[src/rtl/pe_op_scheduler.sv]
// pe_op_scheduler
// ---------------------------------------------------------------------------
// Purpose: takes one instruction per cycle from the instruction source over a
// valid/ready handshake and drives the operand-fetch, PE-opcode and
// result-store controls. It stalls while the PE works on an op: one stage-1
// strobe ends an element-wise op, and PE_ELEMENTS stage-2 strobes end a DOTP.
// It also provides an operand/result hazard interlock, a completion timeout
// that halts with an error, and a wrapping counter of issued PE ops.
//
// Ports:
//   clk, rst            clock, synchronous active-high reset
//   inst_valid/inst     instruction offer  ({addr, opcode})
//   inst_ready          high only in RUN; accept = inst_valid & inst_ready
//   pe_stage_1_valid    PE stage-1 completion strobe
//   pe_stage_2_valid    PE stage-2 element strobe
//   load_a/load_b       one-cycle operand fetch pulses, with fetch_addr
//   pe_opcode/pe_issue  PE opcode (0 = idle) qualified by a one-cycle pulse
//   store_result        one-cycle result write pulse, with res_addr
//   busy                waiting on PE completion
//   stop                halted (STOP or error) until reset
//   err                 sticky error flag
//   issue_cnt           number of PE ops issued (wraps)
// All outputs are registered.
// INST_LEN must equal OPCODE_LEN + ADDR_LEN.
// ---------------------------------------------------------------------------
module pe_op_scheduler #(
  parameter int OPCODE_LEN    = 4,
  parameter int ADDR_LEN      = 8,
  parameter int INST_LEN      = 12,
  parameter int PE_OPCODE_LEN = 3,
  parameter int PE_ELEMENTS   = 4,
  parameter int TIMEOUT       = 64,
  parameter int CNT_LEN       = 16
) (
  input  logic                     clk,
  input  logic                     rst,
  input  logic                     inst_valid,
  input  logic [INST_LEN-1:0]      inst,
  output logic                     inst_ready,
  input  logic                     pe_stage_1_valid,
  input  logic                     pe_stage_2_valid,
  output logic                     load_a,
  output logic                     load_b,
  output logic [ADDR_LEN-1:0]      fetch_addr,
  output logic [PE_OPCODE_LEN-1:0] pe_opcode,
  output logic                     pe_issue,
  output logic                     store_result,
  output logic [ADDR_LEN-1:0]      res_addr,
  output logic                     busy,
  output logic                     stop,
  output logic                     err,
  output logic [CNT_LEN-1:0]       issue_cnt
);

  typedef enum logic [1:0] {
    S_RUN     = 2'd0,
    S_WAIT_S1 = 2'd1,
    S_WAIT_S2 = 2'd2,
    S_HALT    = 2'd3
  } state_t;

  localparam logic [OPCODE_LEN-1:0] OP_NOOP      = OPCODE_LEN'(0);
  localparam logic [OPCODE_LEN-1:0] OP_FETCH_A   = OPCODE_LEN'(1);
  localparam logic [OPCODE_LEN-1:0] OP_FETCH_B   = OPCODE_LEN'(2);
  localparam logic [OPCODE_LEN-1:0] OP_ADD       = OPCODE_LEN'(3);
  localparam logic [OPCODE_LEN-1:0] OP_SUB       = OPCODE_LEN'(4);
  localparam logic [OPCODE_LEN-1:0] OP_MUL       = OPCODE_LEN'(5);
  localparam logic [OPCODE_LEN-1:0] OP_DOTP      = OPCODE_LEN'(6);
  localparam logic [OPCODE_LEN-1:0] OP_ST_S1     = OPCODE_LEN'(7);
  localparam logic [OPCODE_LEN-1:0] OP_ST_S2     = OPCODE_LEN'(8);
  localparam logic [OPCODE_LEN-1:0] OP_STORE_RES = OPCODE_LEN'(9);
  localparam logic [OPCODE_LEN-1:0] OP_STOP      = OPCODE_LEN'(10);

  localparam logic [PE_OPCODE_LEN-1:0] PE_ADD       = PE_OPCODE_LEN'(1);
  localparam logic [PE_OPCODE_LEN-1:0] PE_SUB       = PE_OPCODE_LEN'(2);
  localparam logic [PE_OPCODE_LEN-1:0] PE_MUL       = PE_OPCODE_LEN'(3);
  localparam logic [PE_OPCODE_LEN-1:0] PE_DOTP      = PE_OPCODE_LEN'(4);
  localparam logic [PE_OPCODE_LEN-1:0] PE_ST_S1     = PE_OPCODE_LEN'(5);
  localparam logic [PE_OPCODE_LEN-1:0] PE_ST_S2     = PE_OPCODE_LEN'(6);
  localparam logic [PE_OPCODE_LEN-1:0] PE_STORE_RES = PE_OPCODE_LEN'(7);

  // The wait counter holds the number of wait cycles already elapsed, so the
  // TIMEOUT-th wait cycle is the one where it reads TIMEOUT-1.
  localparam int WCNT_W = (TIMEOUT > 1) ? $clog2(TIMEOUT) : 1;
  localparam int ECNT_W = (PE_ELEMENTS > 1) ? $clog2(PE_ELEMENTS) : 1;
  localparam logic [WCNT_W-1:0] WAIT_LAST = WCNT_W'(TIMEOUT - 1);
  localparam logic [ECNT_W-1:0] ELEM_LAST = ECNT_W'(PE_ELEMENTS - 1);

  logic [OPCODE_LEN-1:0] opcode;
  logic [ADDR_LEN-1:0]   addr;
  assign opcode = inst[OPCODE_LEN-1:0];
  assign addr   = inst[OPCODE_LEN +: ADDR_LEN];

  function automatic logic [PE_OPCODE_LEN-1:0] pe_code(input logic [OPCODE_LEN-1:0] op);
    case (op)
      OP_ADD:  pe_code = PE_ADD;
      OP_SUB:  pe_code = PE_SUB;
      OP_MUL:  pe_code = PE_MUL;
      OP_DOTP: pe_code = PE_DOTP;
      OP_ST_S1: pe_code = PE_ST_S1;
      OP_ST_S2: pe_code = PE_ST_S2;
      default: pe_code = '0;
    endcase
  endfunction

  state_t                  state_q;
  logic [WCNT_W-1:0]       wait_cnt_q;
  logic [ECNT_W-1:0]       elem_cnt_q;
  logic                    a_ok_q, b_ok_q, res_ok_q;
  logic                    inst_ready_q, busy_q, stop_q, err_q;
  logic                    load_a_q, load_b_q, pe_issue_q, store_result_q;
  logic [ADDR_LEN-1:0]     fetch_addr_q, res_addr_q;
  logic [PE_OPCODE_LEN-1:0] pe_opcode_q;
  logic [CNT_LEN-1:0]      issue_cnt_q;

  // Single-process FSM: inst_ready/busy/stop are updated together with every
  // state change so they always reflect the state the FSM is entering.
  always_ff @(posedge clk) begin
    if (rst) begin
      state_q        <= S_RUN;
      wait_cnt_q     <= '0;
      elem_cnt_q     <= '0;
      a_ok_q         <= 1'b0;
      b_ok_q         <= 1'b0;
      res_ok_q       <= 1'b0;
      inst_ready_q   <= 1'b1;
      busy_q         <= 1'b0;
      stop_q         <= 1'b0;
      err_q          <= 1'b0;
      load_a_q       <= 1'b0;
      load_b_q       <= 1'b0;
      pe_issue_q     <= 1'b0;
      store_result_q <= 1'b0;
      fetch_addr_q   <= '0;
      res_addr_q     <= '0;
      pe_opcode_q    <= '0;
      issue_cnt_q    <= '0;
    end else begin
      // Pulses default low; pe_opcode is idle whenever nothing is issued.
      load_a_q       <= 1'b0;
      load_b_q       <= 1'b0;
      pe_issue_q     <= 1'b0;
      store_result_q <= 1'b0;
      pe_opcode_q    <= '0;

      case (state_q)
        S_RUN: begin
          if (inst_valid) begin
            case (opcode)
              OP_NOOP: ;
              OP_FETCH_A: begin
                load_a_q     <= 1'b1;
                fetch_addr_q <= addr;
                a_ok_q       <= 1'b1;
              end
              OP_FETCH_B: begin
                load_b_q     <= 1'b1;
                fetch_addr_q <= addr;
                b_ok_q       <= 1'b1;
              end
              OP_ADD, OP_SUB, OP_MUL, OP_DOTP: begin
                if (!(a_ok_q && b_ok_q)) begin
                  err_q        <= 1'b1;
                  state_q      <= S_HALT;
                  inst_ready_q <= 1'b0;
                  stop_q       <= 1'b1;
                end else begin
                  pe_issue_q   <= 1'b1;
                  pe_opcode_q  <= pe_code(opcode);
                  issue_cnt_q  <= issue_cnt_q + 1'b1;
                  wait_cnt_q   <= '0;
                  elem_cnt_q   <= '0;
                  state_q      <= (opcode == OP_DOTP) ? S_WAIT_S2 : S_WAIT_S1;
                  inst_ready_q <= 1'b0;
                  busy_q       <= 1'b1;
                end
              end
              OP_ST_S1, OP_ST_S2: begin
                pe_issue_q  <= 1'b1;
                pe_opcode_q <= pe_code(opcode);
                issue_cnt_q <= issue_cnt_q + 1'b1;
              end
              OP_STORE_RES: begin
                if (!res_ok_q) begin
                  err_q        <= 1'b1;
                  state_q      <= S_HALT;
                  inst_ready_q <= 1'b0;
                  stop_q       <= 1'b1;
                end else begin
                  store_result_q <= 1'b1;
                  res_addr_q     <= addr;
                  pe_issue_q     <= 1'b1;
                  pe_opcode_q    <= PE_STORE_RES;
                  issue_cnt_q    <= issue_cnt_q + 1'b1;
                  res_ok_q       <= 1'b0;
                end
              end
              OP_STOP: begin
                state_q      <= S_HALT;
                inst_ready_q <= 1'b0;
                stop_q       <= 1'b1;
              end
              // Illegal opcodes flag the error but execution continues.
              default: err_q <= 1'b1;
            endcase
          end
        end

        S_WAIT_S1: begin
          // Completion is checked before the timeout so it wins a tie.
          if (pe_stage_1_valid) begin
            res_ok_q     <= 1'b1;
            state_q      <= S_RUN;
            inst_ready_q <= 1'b1;
            busy_q       <= 1'b0;
          end else if (wait_cnt_q == WAIT_LAST) begin
            err_q   <= 1'b1;
            state_q <= S_HALT;
            busy_q  <= 1'b0;
            stop_q  <= 1'b1;
          end else begin
            wait_cnt_q <= wait_cnt_q + 1'b1;
          end
        end

        S_WAIT_S2: begin
          // Only the final element strobe counts as completion; an earlier
          // strobe landing on the timeout cycle does not rescue the op.
          if (pe_stage_2_valid && (elem_cnt_q == ELEM_LAST)) begin
            res_ok_q     <= 1'b1;
            state_q      <= S_RUN;
            inst_ready_q <= 1'b1;
            busy_q       <= 1'b0;
          end else if (wait_cnt_q == WAIT_LAST) begin
            err_q   <= 1'b1;
            state_q <= S_HALT;
            busy_q  <= 1'b0;
            stop_q  <= 1'b1;
          end else begin
            wait_cnt_q <= wait_cnt_q + 1'b1;
            if (pe_stage_2_valid) elem_cnt_q <= elem_cnt_q + 1'b1;
          end
        end

        default: ; // S_HALT: held until reset
      endcase
    end
  end

  assign inst_ready   = inst_ready_q;
  assign load_a       = load_a_q;
  assign load_b       = load_b_q;
  assign fetch_addr   = fetch_addr_q;
  assign pe_opcode    = pe_opcode_q;
  assign pe_issue     = pe_issue_q;
  assign store_result = store_result_q;
  assign res_addr     = res_addr_q;
  assign busy         = busy_q;
  assign stop         = stop_q;
  assign err          = err_q;
  assign issue_cnt    = issue_cnt_q;

endmodule

[config.mk]
export PLATFORM = sky130hd
export DESIGN_NAME = pe_op_scheduler
export DESIGN_NICKNAME = d
export VERILOG_FILES = /design/src/rtl/pe_op_scheduler.sv
export SDC_FILE = /design/constraint.sdc
export NUM_CORES = 1
export LEC_CHECK = 0
export CORE_MARGIN = 2
export CORE_UTILIZATION = 56
export CTS_BUF_LIST = sky130_fd_sc_hd__clkbuf_8
export DETAILED_ROUTE_END_ITERATION = 16
export PLACE_DENSITY = 0.94
export SYNTH_ARGS = -nofsm -noshare
export SYNTH_HDL_FRONTEND = slang
export SYNTH_SLANG_ARGS = --single-unit
export TNS_END_PERCENT = 1
[constraint.sdc]
create_clock -name clk -period 3.26 [get_ports clk]
set_input_delay 0.326 -clock clk [delete_from_list [all_inputs] [get_ports clk]]
set_output_delay 0.326 -clock clk [all_outputs]
set_load 0.005 [all_outputs]
== Yosys cells after proc, flatten, opt, wreduce, memory -nomap -nowiden ==
Index checks and enable logic that the tools add are counted.

* Reductions and logical operators: 27
* Eq/ne operators: 31
* Bitwise gates (word level): 3
* Add/subtract/negate cells: 3
* Multiplexer cells: 65

{| class="wikitable"
|+ Operators with widths
! cell !! count
|-
| 16-bit case mux with 3 select lines || 1
|-
| 6-bit 2-to-1 mux || 6
|-
| 16-bit 2-to-1 mux || 2
|-
| 1-bit 2-to-1 mux || 26
|-
| 2-bit 2-to-1 mux || 13
|-
| 2-bit inequality test (second input constant) || 12
|-
| 1-bit case mux with 3 select lines || 8
|-
| 7-bit AND reduction || 3
|-
| 3-bit case mux with 6 select lines || 1
|-
| 6-bit case mux with 3 select lines || 1
|-
| 16-bit by 1-bit adder with 16-bit output (second input constant) || 1
|-
| 4-bit by 3-bit == test with 1-bit output (second input constant) || 4
|-
| 4-bit == test (second input constant) || 3
|-
| 2-bit case mux with 3 select lines || 2
|-
| 4-bit AND reduction || 3
|-
| 6-bit AND reduction || 2
|-
| 5-bit AND reduction || 2
|-
| 3-bit inequality test (second input constant) || 3
|-
| 3-bit case mux with 3 select lines || 1
|-
| 3-bit AND reduction || 3
|-
| 4-bit by 2-bit == test with 1-bit output (second input constant) || 2
|-
| 4-bit OR reduction || 2
|-
| 6-bit by 1-bit adder with 6-bit output (second input constant) || 1
|-
| 6-bit == test (second input constant) || 1
|-
| other kinds (19) || 26
|}

* Input bits: 17
* Output and inout bits: 43
* Register bits: 56
* Word-level logic and storage cells: 147

== Longest topological paths before layout ==
Gate-level depths: netlist of the first run.

* Word-level depth: 6
* Mapped depth: 8
* Mapped depth without buffers: 7

== Least setup slack after synthesis of the first run ==
No wires, ideal clock.

* Kind: register to register
* Start: reg state_q[0]
* End: reg issue_cnt_q[8] (netlist: issue_cnt[8])
* Stages on the path, launching flop included: 9
* Required time: 3,190 ps
* Buffers on the path: 1
* Path slack: 1,296 ps
* Data arrival time: 1,894 ps
* Period minus slack after synthesis: 1,964 ps
* Cell sequence: dfxtp_1 inv_1 ha_1 clkbuf_1 nand2_1 a21oi_2 nand2_2 or4_1 a21oi_1

* Longest elaborated chain between the ends: 2

{| class="wikitable"
|+ Ends and longest elaborated chain
! item !! RTL line !! text
|-
| start: declaration || 106 || <nowiki>state_t state_q;</nowiki>
|-
| start signal: assignment || 173 || <nowiki>state_q <= (opcode == OP_DOTP) ? S_WAIT_S2 : S_WAIT_S1;</nowiki>
|-
| 2-bit zero test || 146 || <nowiki>case (state_q)</nowiki>
|-
| 5-bit AND reduction (no line) || - ||
|-
| end signal: assignment || 170 || <nowiki>issue_cnt_q <= issue_cnt_q + 1'b1;</nowiki>
|-
| end signal: assignment || 181 || <nowiki>issue_cnt_q <= issue_cnt_q + 1'b1;</nowiki>
|-
| end signal: assignment || 194 || <nowiki>issue_cnt_q <= issue_cnt_q + 1'b1;</nowiki>
|-
| end: declaration || 114 || <nowiki>logic [CNT_LEN-1:0] issue_cnt_q;</nowiki>
|}

No other way between the ends.
A chain may end at the register's enable or synchronous reset.

== Worst setup path after layout of the first run ==
* Start: in inst[0]
* End: reg issue_cnt_q[8] (netlist: issue_cnt[8])

* Longest elaborated chain between the ends: 4
* Elaborated cells on any way between the ends: 14
* Those cells by class: eq/ne: 9; mux: 1; reduce/logical: 4

{| class="wikitable"
|+ Ends and longest elaborated chain
! item !! RTL line !! text
|-
| start: declaration || 38 || <nowiki>input logic [INST_LEN-1:0] inst,</nowiki>
|-
| 4-bit by 3-bit == test with 1-bit output, or another cell as far along || 149 || <nowiki>case (opcode)</nowiki>
|-
| 4-bit OR reduction or 2-bit OR reduction (tied branches) || - ||
|-
| 2-bit inequality test (no line) or 3-bit nonzero test (tied branches) || - ||
|-
| 5-bit AND reduction (no line) || - ||
|}

Parallel ways exist; a longest one is shown, timed or not.

==> results of run 1 <==
## layout make-up
class	count	area [µm²]	area share
clock buffers	5	68.8	0.0198
clock inverters	3	47.5	0.0137
inverters	10	37.5	0.0108
repair buffers	65	636	0.183
well taps	54	67.6	0.0194
multi-input cells	226	1500	0.431
flip-flops and latches	56	1120	0.323
## final timing paths
check             cells after the start                        end           startpoint
setup / recovery                      6  issue_cnt[8]$_SDFFE_PP0P_              inst[0]
hold / removal                        2          stop$_SDFFE_PP0P_    stop$_SDFFE_PP0P_
setup reg to reg                      5  issue_cnt[8]$_SDFFE_PP0P_  b_ok_q$_SDFFE_PP0P_
hold reg to reg                       2          stop$_SDFFE_PP0P_    stop$_SDFFE_PP0P_
## Yosys cell counts, types with 3 or more instances
cell | count | share of area
nand4b_1 | 5 | 0.016
inv_1 | 10 | 0.014
o21ai_0 | 6 | 0.011
nand4_1 | 12 | 0.028
nand3_1 | 11 | 0.020
nand2b_1 | 5 | 0.012
nor2_1 | 42 | 0.058
a211oi_1 | 7 | 0.019
xor2_1 | 13 | 0.042
mux2i_1 | 17 | 0.063
o31ai_1 | 3 | 0.0083
a31oi_1 | 9 | 0.021
and2_1 | 6 | 0.014
o21ai_1 | 4 | 0.0074
nand2_1 | 17 | 0.024
ha_1 | 7 | 0.032
clkbuf_1 | 10 | 0.014
and3_1 | 5 | 0.012
buf_2 | 3 | 0.0055
a21oi_1 | 14 | 0.026
dfxtp_1 | 56 | 0.41
nor2b_1 | 6 | 0.014
## stage by stage
step / total power, mW / instance area [µm²] / util
CTS: 1.92 / 3470 / 0.741
global placement: 1.42 / 3360 / 0.716
global route: 2.03 / 3470 / 0.741
finish: 1.92 / 3470 / 0.741
detailed placement: 1.45 / 3360 / 0.716
floorplan: 1.26 / 2710 / -
## layer usage
metal / vias up / routed length, µm / track usage
met5: - / 0 / 0
met1: 1204 / 2770 / 0.316
met4: 0 / 163 / 0.105
met3: 18 / 579 / 0.0850
met2: 112 / 3410 / 0.441
li1: 1223 / - / -
## power by group through the flow
stage               Clock (mW)  Combinational, mW  Sequential (mW)
floorplan                    0              0.460            0.795
global placement             0              0.624            0.799
detailed placement           0              0.649            0.801
CTS                      0.477              0.654            0.786
global route             0.514              0.718            0.796
finish                   0.474              0.659            0.787
## state kept, by name (all words and copies together) (netlist names)
signal and cells:
issue_cnt 16, fetch_addr 8, res_addr 8, wait_cnt_q 6, pe_opcode 3, elem_cnt_q 2
state_q 2, a_ok_q 1, b_ok_q 1, busy 1, err 1, inst_ready 1
load_a 1, load_b 1, pe_issue 1, res_ok_q 1, stop 1, store_result 1
## worst min-delay path: stages (launching register included)
cell,delay [ns]
dfxtp_1,0.34
nand2_1,0.05
o31ai_1,0.05
## cell families after synthesis
family                   after synthesis  synth area share
AO/OA/AOI/OAI                         65             0.176
XOR/XNOR                              14            0.0453
adder cells (fa/ha/maj)                7            0.0323
buffers and inverters                 23            0.0333
flip-flops                            56             0.414
multiplexers                          17            0.0628
AND/OR/NAND/NOR                      123             0.237
==> reports/results.ini, run 1 <==
[placed_design]
numPortBuffers = 59
dp.cells = 411
routabilityCongestion = 0.855
pre_cts_ws_ns = 0.256
post-dp-hpwl_mm = 4.94

[power]
combPwrFrac = 0.343
power_frac_clock = 0.247
sw_frac_of_total = 0.353
power_density_nw_per_um2 = 552
p_int_mw = 1.24
power_frac_seq = 0.410
max-vdd-ir-drop_uv = 379
p_leak_nw = 1.35
p_sw_uw = 678

[yosys]
yosys_register_bits = 56
synth-edff-count = 0
netlist_instances = 305
ys_seq_area_frac = 0.414
ys_types = 52
dominantRegCellSynth = dfxtp_1
yosys_warnings = 0
syn_area_per_cell_um2 = 8.88
synth_nets = 329
syn_area_um2 = 2710
async_reset_ff_frac = 0

[drt]
wl_mm = 6.92
drt_pass1_iterations = 7
drt-vias-per-instance = 6.10
via_count = 2557
drc_errors = 0
drtIter0Drc = 216
wire_per_inst_um = 16.5
route.antenna.remaining_nets = 0

[finish]
drive_gt1_frac = 0.0575
fin_nets = 388
layoutNonFillerInstCount = 419
area_delta_synth_final_pct = 28.3
antenna_cells = 0
nFillCells = 340
layout_common_cells = clkdlybuf4s50_1, dfxtp_1, nor2_1
final_common_cell = clkdlybuf4s50_1

[worst_setup_path]
cp_slowest_stage_delay_ns = 0.85
crit_top_cell = a21oi_1
cp-start-kind = input pin
worstPathCellList = clkdlybuf4s50_1 > a21oi_1 > o311ai_2 > nand2_2 > or4_1 > a21oi_1
cp-end-kind = flop
crit_path_max_fanout = 14
worst-setup-path-type = input pin to flop
crit_required_ns = 3.52
worst_path_dominant_cell_family = compound AO/OA/AOI/OAI gates
worstPathArrival_ns = 3.01
cp_slowest_cell = o311ai_2
cp_num_buf_inv = 1
r2r_slack_ns = 0.83

[sta]
setup_viol = 0
relSlewSlack = 0.330
fin_crit_sh = 0.845
finalCriticalPeriod_ns = 2.75
drv_slew = 0
fin_hold_ws_ns = 0.467
fmax_mhz = 363
fin_skew_ns = 0.00892
rsz0062_at_grt = no
finalWorstSetupSlack_ns = 0.507
tightestPinTransition_ns = 1.00
hold_viol = 0
tns_ns = 0

[clocking]
clk_path_buf_depth = 2
htreeDepth = 2
clock_sinks = 56
clock_latency_ns = 0.32
cts-resized-gates = 0
holdBufCountCts = 0
postCtsSetupRepairBufs = 0
ctsRootBufferMaster = clkbuf_8
cts_buffers = 5
tritoncts = yes
clkTransAtPathRegs_ns = 0.10

[grt]
grt_overflow = 0
grt_pass1_wl_mm = 11.2
first_global_vias = 2498
grt_max_degree = 33
grtUsageTotal = 0.265
antenna_found_initial = 0

[flow_run]
cap_violations = 0

[floorplan]
start_util = 0.577
fp.dieH_um = 73.5
die_area_um2 = 5410
die_x_um = 73.5
rows = 25
core_um2 = 4690
pin_count = 60

[worst_hold_path]
hp-class = flop to flop

[outcome]
status = completed

Power figures use the tool's default switching activity.
==> run 2: changes to the inputs <==
--- a/config.mk
+++ b/config.mk
@@ -6,10 +6,10 @@
 export NUM_CORES = 1
 export LEC_CHECK = 0
 export CORE_MARGIN = 2
-export CORE_UTILIZATION = 56
+export CORE_UTILIZATION = 52
 export CTS_BUF_LIST = sky130_fd_sc_hd__clkbuf_8
 export DETAILED_ROUTE_END_ITERATION = 16
-export PLACE_DENSITY = 0.94
+export PLACE_DENSITY = 0.89
 export SYNTH_ARGS = -nofsm -noshare
 export SYNTH_HDL_FRONTEND = slang
 export SYNTH_SLANG_ARGS = --single-unit
==> constraint.sdc (replaced) <==
create_clock -name clk -period 2.9 [get_ports clk]
set_input_delay 0.29 -clock clk [delete_from_list [all_inputs] [get_ports clk]]
set_output_delay 0.29 -clock clk [all_outputs]
set_load 0.005 [all_outputs]
==> run 2 against run 1 <==
Net effect:
- clock-buffer cell count did not move
- combinational power increased by 15%
- utilization shrank 5.1 points
- die area up 7.3%
- wire length shrank 6.1%
- cell count rose by 4.3%
- power up 12%
- global-route usage shrank 3.0 points
- sequential cell count stayed put
- highest routed layer unchanged
- critical endpoint unchanged
==> reports/results.ini, run 2 (synthesis results as in run 1) <==
[finish]
antenna_cells = 0
drive_gt1_frac = 0.0599
finish.instance_area_um2 = 3500
layoutNonFillerInstCount = 437
area_delta_synth_final_pct = 29.3
layout_common_cells = clkdlybuf4s50_1, dfxtp_1, nor2_1
multi_input_area_um2 = 1500
fin_nets = 390
largest_register_ffs = 16
ff_latch_area_um2 = 1120
nFillCells = 419
final_common_cell = clkdlybuf4s50_1

[sta]
finalCriticalPeriod_ns = 2.33
tightestPinTransition_ns = 0.779
rsz0062_at_grt = no
setup_viol = 0
hold_viol = 0
fin_crit_sh = 0.802
fmax_mhz = 430
drv_slew = 0
relSlewSlack = 0.478
fin_skew_ns = 0.00730
tns_ns = 0

[floorplan]
pin_count = 60
die_area_um2 = 5800
fp.dieH_um = 76.2
start_util = 0.534
core_um2 = 5070
rows = 26
die_x_um = 76.2

[drt]
wl_mm = 6.50
drc_errors = 0
wire_per_inst_um = 14.9
via_count = 2502
drt-vias-per-instance = 5.73
route.antenna.remaining_nets = 0
drt_pass1_iterations = 6
drtIter0Drc = 143

[worst_setup_path]
worst-setup-path-type = flop to flop
worstReg2RegEnd = issue_cnt[8]$_SDFFE_PP0P_
r2r_cells = 7
crit_required_ns = 3.16
crit_path_max_fanout = 8
reg2reg_from = state_q[0]$_SDFFE_PP0P_
cp-end-kind = flop
r2r_slack_ns = 0.57
cp-start-kind = flop
worstPathArrival_ns = 2.58

[power]
p_int_mw = 1.41
combPwrFrac = 0.353
sw_frac_of_total = 0.348
power_frac_clock = 0.236
p_leak_nw = 1.36
max-vdd-ir-drop_uv = 375
p_sw_uw = 750
power_density_nw_per_um2 = 616
power_frac_seq = 0.411

[clocking]
clkTransAtPathRegs_ns = 0.10
cts_buffers = 5
ctsRootBufferMaster = clkbuf_8
holdBufCountCts = 0
tritoncts = yes
clk_path_buf_depth = 2
cts-resized-gates = 0
htreeDepth = 2
clock_latency_ns = 0.32
clock_sinks = 56
postCtsSetupRepairBufs = 0

[placed_design]
dpl_cell_area_um2 = 3390
dp.cells = 429
post-dp-hpwl_mm = 4.87
numPortBuffers = 59
routabilityCongestion = 0.883

[grt]
grt_use_met1 = 0.277
first_global_vias = 2444
antenna_found_initial = 0
met3_usage = 0.0711
met2_usage = 0.405
grt.busiest_layer = met2
grt_overflow = 0
grt_pass1_wl_mm = 11.2
grt_max_degree = 28
grtUsageTotal = 0.235

[worst_hold_path]
hp-class = flop to flop
min_to = stop$_SDFFE_PP0P_
hold-path-cell-count = 2
hp-start = stop$_SDFFE_PP0P_

[outcome]
status = completed

[flow_run]
cap_violations = 0

run 2: changes by cell type in the layout (fill, tap and decap cells not counted):
cell | previous run | this run
clkinv_2 | 0 | 1
buf_4 | 6 | 8
inv_1 | 10 | 11
clkinv_4 | 2 | 0
run 2: worst max path at each step:
stage / to / slack (ns) / start / depth (start not counted)
finish: issue_cnt[8]$_SDFFE_PP0P_ / 0.57 / state_q[0]$_SDFFE_PP0P_ / 7
global route: issue_cnt[7]$_SDFFE_PP0P_ / 0.44 / state_q[0]$_SDFFE_PP0P_ / 7
CTS: issue_cnt[8]$_SDFFE_PP0P_ / 0.60 / state_q[0]$_SDFFE_PP0P_ / 7
detailed placement: wait_cnt_q[3]$_SDFFE_PP0P_ / 0.37 / inst[2] / 6
global placement: wait_cnt_q[3]$_SDFFE_PP0P_ / 0.49 / inst[2] / 6
floorplan: issue_cnt[8]$_SDFFE_PP0P_ / 0.94 / state_q[0]$_SDFFE_PP0P_ / 8
run 2: cell type report:
type                       count  share of cell area
timing repair buffer          67               0.186
sequential                    56               0.320
multi-input combinational    226               0.427
clock inverter                 3              0.0111
clock buffer                   5              0.0197
inverter                      10              0.0107
tap                           70              0.0250
run 2: layer usage:
metal	wire [µm]	vias to the layer above
met4	91	0
met3	466	9
li1	-	1233
met1	2740	1186
met5	0	-
met2	3190	74
run 2: through the flow:
| step | worst slack [ns] | power (mW) | hold WS (ns) | utilization |
|---|---|---|---|---|
| 5_1_grt | 0.443 | 2.30 | 0.504 | 0.690 |
| 4_1_cts | 0.600 | 2.15 | 0.473 | 0.690 |
| 3_3_place_gp | 0.491 | 1.62 | 0.437 | 0.669 |
| 2_1_floorplan | 0.936 | 1.41 | 0.434 | - |
| 3_5_place_dp | 0.368 | 1.65 | 0.450 | 0.669 |
| 6_report | 0.574 | 2.15 | 0.471 | 0.690 |
run 2: power groups by stage:
stage	Sequential, mW	Clock (mW)	Combinational [mW]
3_5_place_dp	0.903	0	0.747
5_1_grt	0.898	0.544	0.856
6_report	0.885	0.509	0.760
2_1_floorplan	0.894	0	0.517
3_3_place_gp	0.897	0	0.725
4_1_cts	0.886	0.511	0.754
run 2: worst max-delay path: stages (launching register included):
cell	delay (ns)
dfxtp_1	0.36
inv_1	0.10
ha_1	0.34
nand2_1	0.22
a21oi_2	0.38
nand2_2	0.17
or4_1	0.53
a21oi_1	0.15
==> run 3: changes to the inputs <==
==> constraint.sdc (replaced) <==
create_clock -name clk -period 2.25 [get_ports clk]
set_input_delay 0.225 -clock clk [delete_from_list [all_inputs] [get_ports clk]]
set_output_delay 0.225 -clock clk [all_outputs]
set_load 0.005 [all_outputs]
==> run 3 against run 2 <==
Net effect:
- clock skew shrank 0.0018 ns
- setup slack lost 0.29 ns
- largest power group unchanged
- fmax up 18%
- global-route usage is 0.74 points higher
- hold slack about the same
- sequential power up 29%
- register-to-register slack got worse by 0.29 ns
- clock-buffer cell count stayed put
- utilization increased by 2.0 points
- cell area grew 2.9%
- highest routed layer unchanged
==> reports/results.ini, run 3 (synthesis results as in run 1) <==
[finish]
post-route-util = 0.710
layoutNonFillerInstCount = 450
antenna_cells = 0
drive_gt1_frac = 0.0947
final_common_cell = clkdlybuf4s50_1
fin_nets = 403
finish.instance_area_um2 = 3600
layout_common_cells = clkdlybuf4s50_1, dfxtp_1, nor2_1
area_delta_synth_final_pct = 33.0
largest_register_ffs = 16

[sta]
drv_slew = 0
fin_hold_ws_ns = 0.471
tns_ns = 0
fin_crit_sh = 0.873
setup_viol = 0
hold_viol = 0
fmax_mhz = 509
finalCriticalPeriod_ns = 1.96
rsz0062_at_grt = no
tightestPinTransition_ns = 0.457
fin_skew_ns = 0.00552
finalWorstSetupSlack_ns = 0.285
relSlewSlack = 0.695

[floorplan]
start_util = 0.534
die_area_um2 = 5800
rows = 26
fp.dieH_um = 76.2
die_x_um = 76.2
core_um2 = 5070
pin_count = 60

[clocking]
clock_sinks = 56
clk_path_buf_depth = 2
ctsRootBufferMaster = clkbuf_8
htreeDepth = 2
tritoncts = yes
clock_latency_ns = 0.31
holdBufCountCts = 0
postCtsSetupRepairBufs = 0
cts_buffers = 5
cts-resized-gates = 0
clkTransAtPathRegs_ns = 0.10

[grt]
grt_pass1_wl_mm = 11.7
grtUsageTotal = 0.242
grt_max_degree = 29
antenna_found_initial = 0
first_global_vias = 2536
grt_overflow = 0

[drt]
drtIter0Drc = 179
wl_mm = 6.76
via_count = 2542
drt_pass1_iterations = 4
drc_errors = 0
drt-vias-per-instance = 5.65
wire_per_inst_um = 15.0
route.antenna.remaining_nets = 0

[placed_design]
routabilityCongestion = 0.940
numPortBuffers = 59
dp.cells = 442
dpl_cell_area_um2 = 3490
pre_cts_ws_ns = 0.0359
post-dp-hpwl_mm = 5.00

[worst_setup_path]
worstPathArrival_ns = 2.22
worst-setup-path-type = flop to flop
crit_required_ns = 2.50
crit_path_max_fanout = 7
cp-end-kind = flop
cp-start-kind = flop

[power]
power_density_nw_per_um2 = 784
p_total_mw = 2.82
p_leak_nw = 1.42
max-vdd-ir-drop_uv = 595

[worst_hold_path]
hp-class = flop to flop

[outcome]
status = completed

[flow_run]
cap_violations = 0

## run 3: final cells by class
type                            instances  area [µm²]
Timing Repair Buffer                   80         748
Clock inverter                          3        42.5
Fill cell                             409        1470
Clock buffer                            5        68.8
Tap cell                               70        87.6
Inverter                               10        37.5
Multi-Input combinational cell        226        1500
Sequential cell                        56        1120
## run 3: critical path: stages (launching register included)
cell,delay (ns)
dfxtp_1,0.36
inv_1,0.09
ha_1,0.31
nand2_1,0.22
a21oi_2,0.20
nand2_2,0.07
or4_1,0.51
a21oi_1,0.14
## run 3: metal layers
layer	track usage	vias to the layer above	wire (µm)	share of wire
li1	-	1252	-	-
met1	0.305	1176	2900	0.43
met2	0.392	94	3240	0.48
met3	0.0604	20	441	0.065
met4	0.113	0	176	0.026
met5	0	-	0	0
## run 3: final timing paths
kind | startpoint | endpoint | slack, ns | cells after the start
worst max-delay path | state_q[0]$_SDFFE_PP0P_ | issue_cnt[8]$_SDFFE_PP0P_ | 0.29 | 7
worst min-delay path | stop$_SDFFE_PP0P_ | stop$_SDFFE_PP0P_ | 0.47 | 2
worst max register to register | state_q[0]$_SDFFE_PP0P_ | issue_cnt[8]$_SDFFE_PP0P_ | 0.29 | 7
worst min register to register | stop$_SDFFE_PP0P_ | stop$_SDFFE_PP0P_ | 0.47 | 2
## run 3: report_power, final
| group | internal (mW) | switching [mW] |
|---|---|---|
| clock | 0.330 | 0.327 |
| sequential | 1.07 | 0.0694 |
| combinational | 0.445 | 0.581 |
| total | 1.85 | 0.977 |
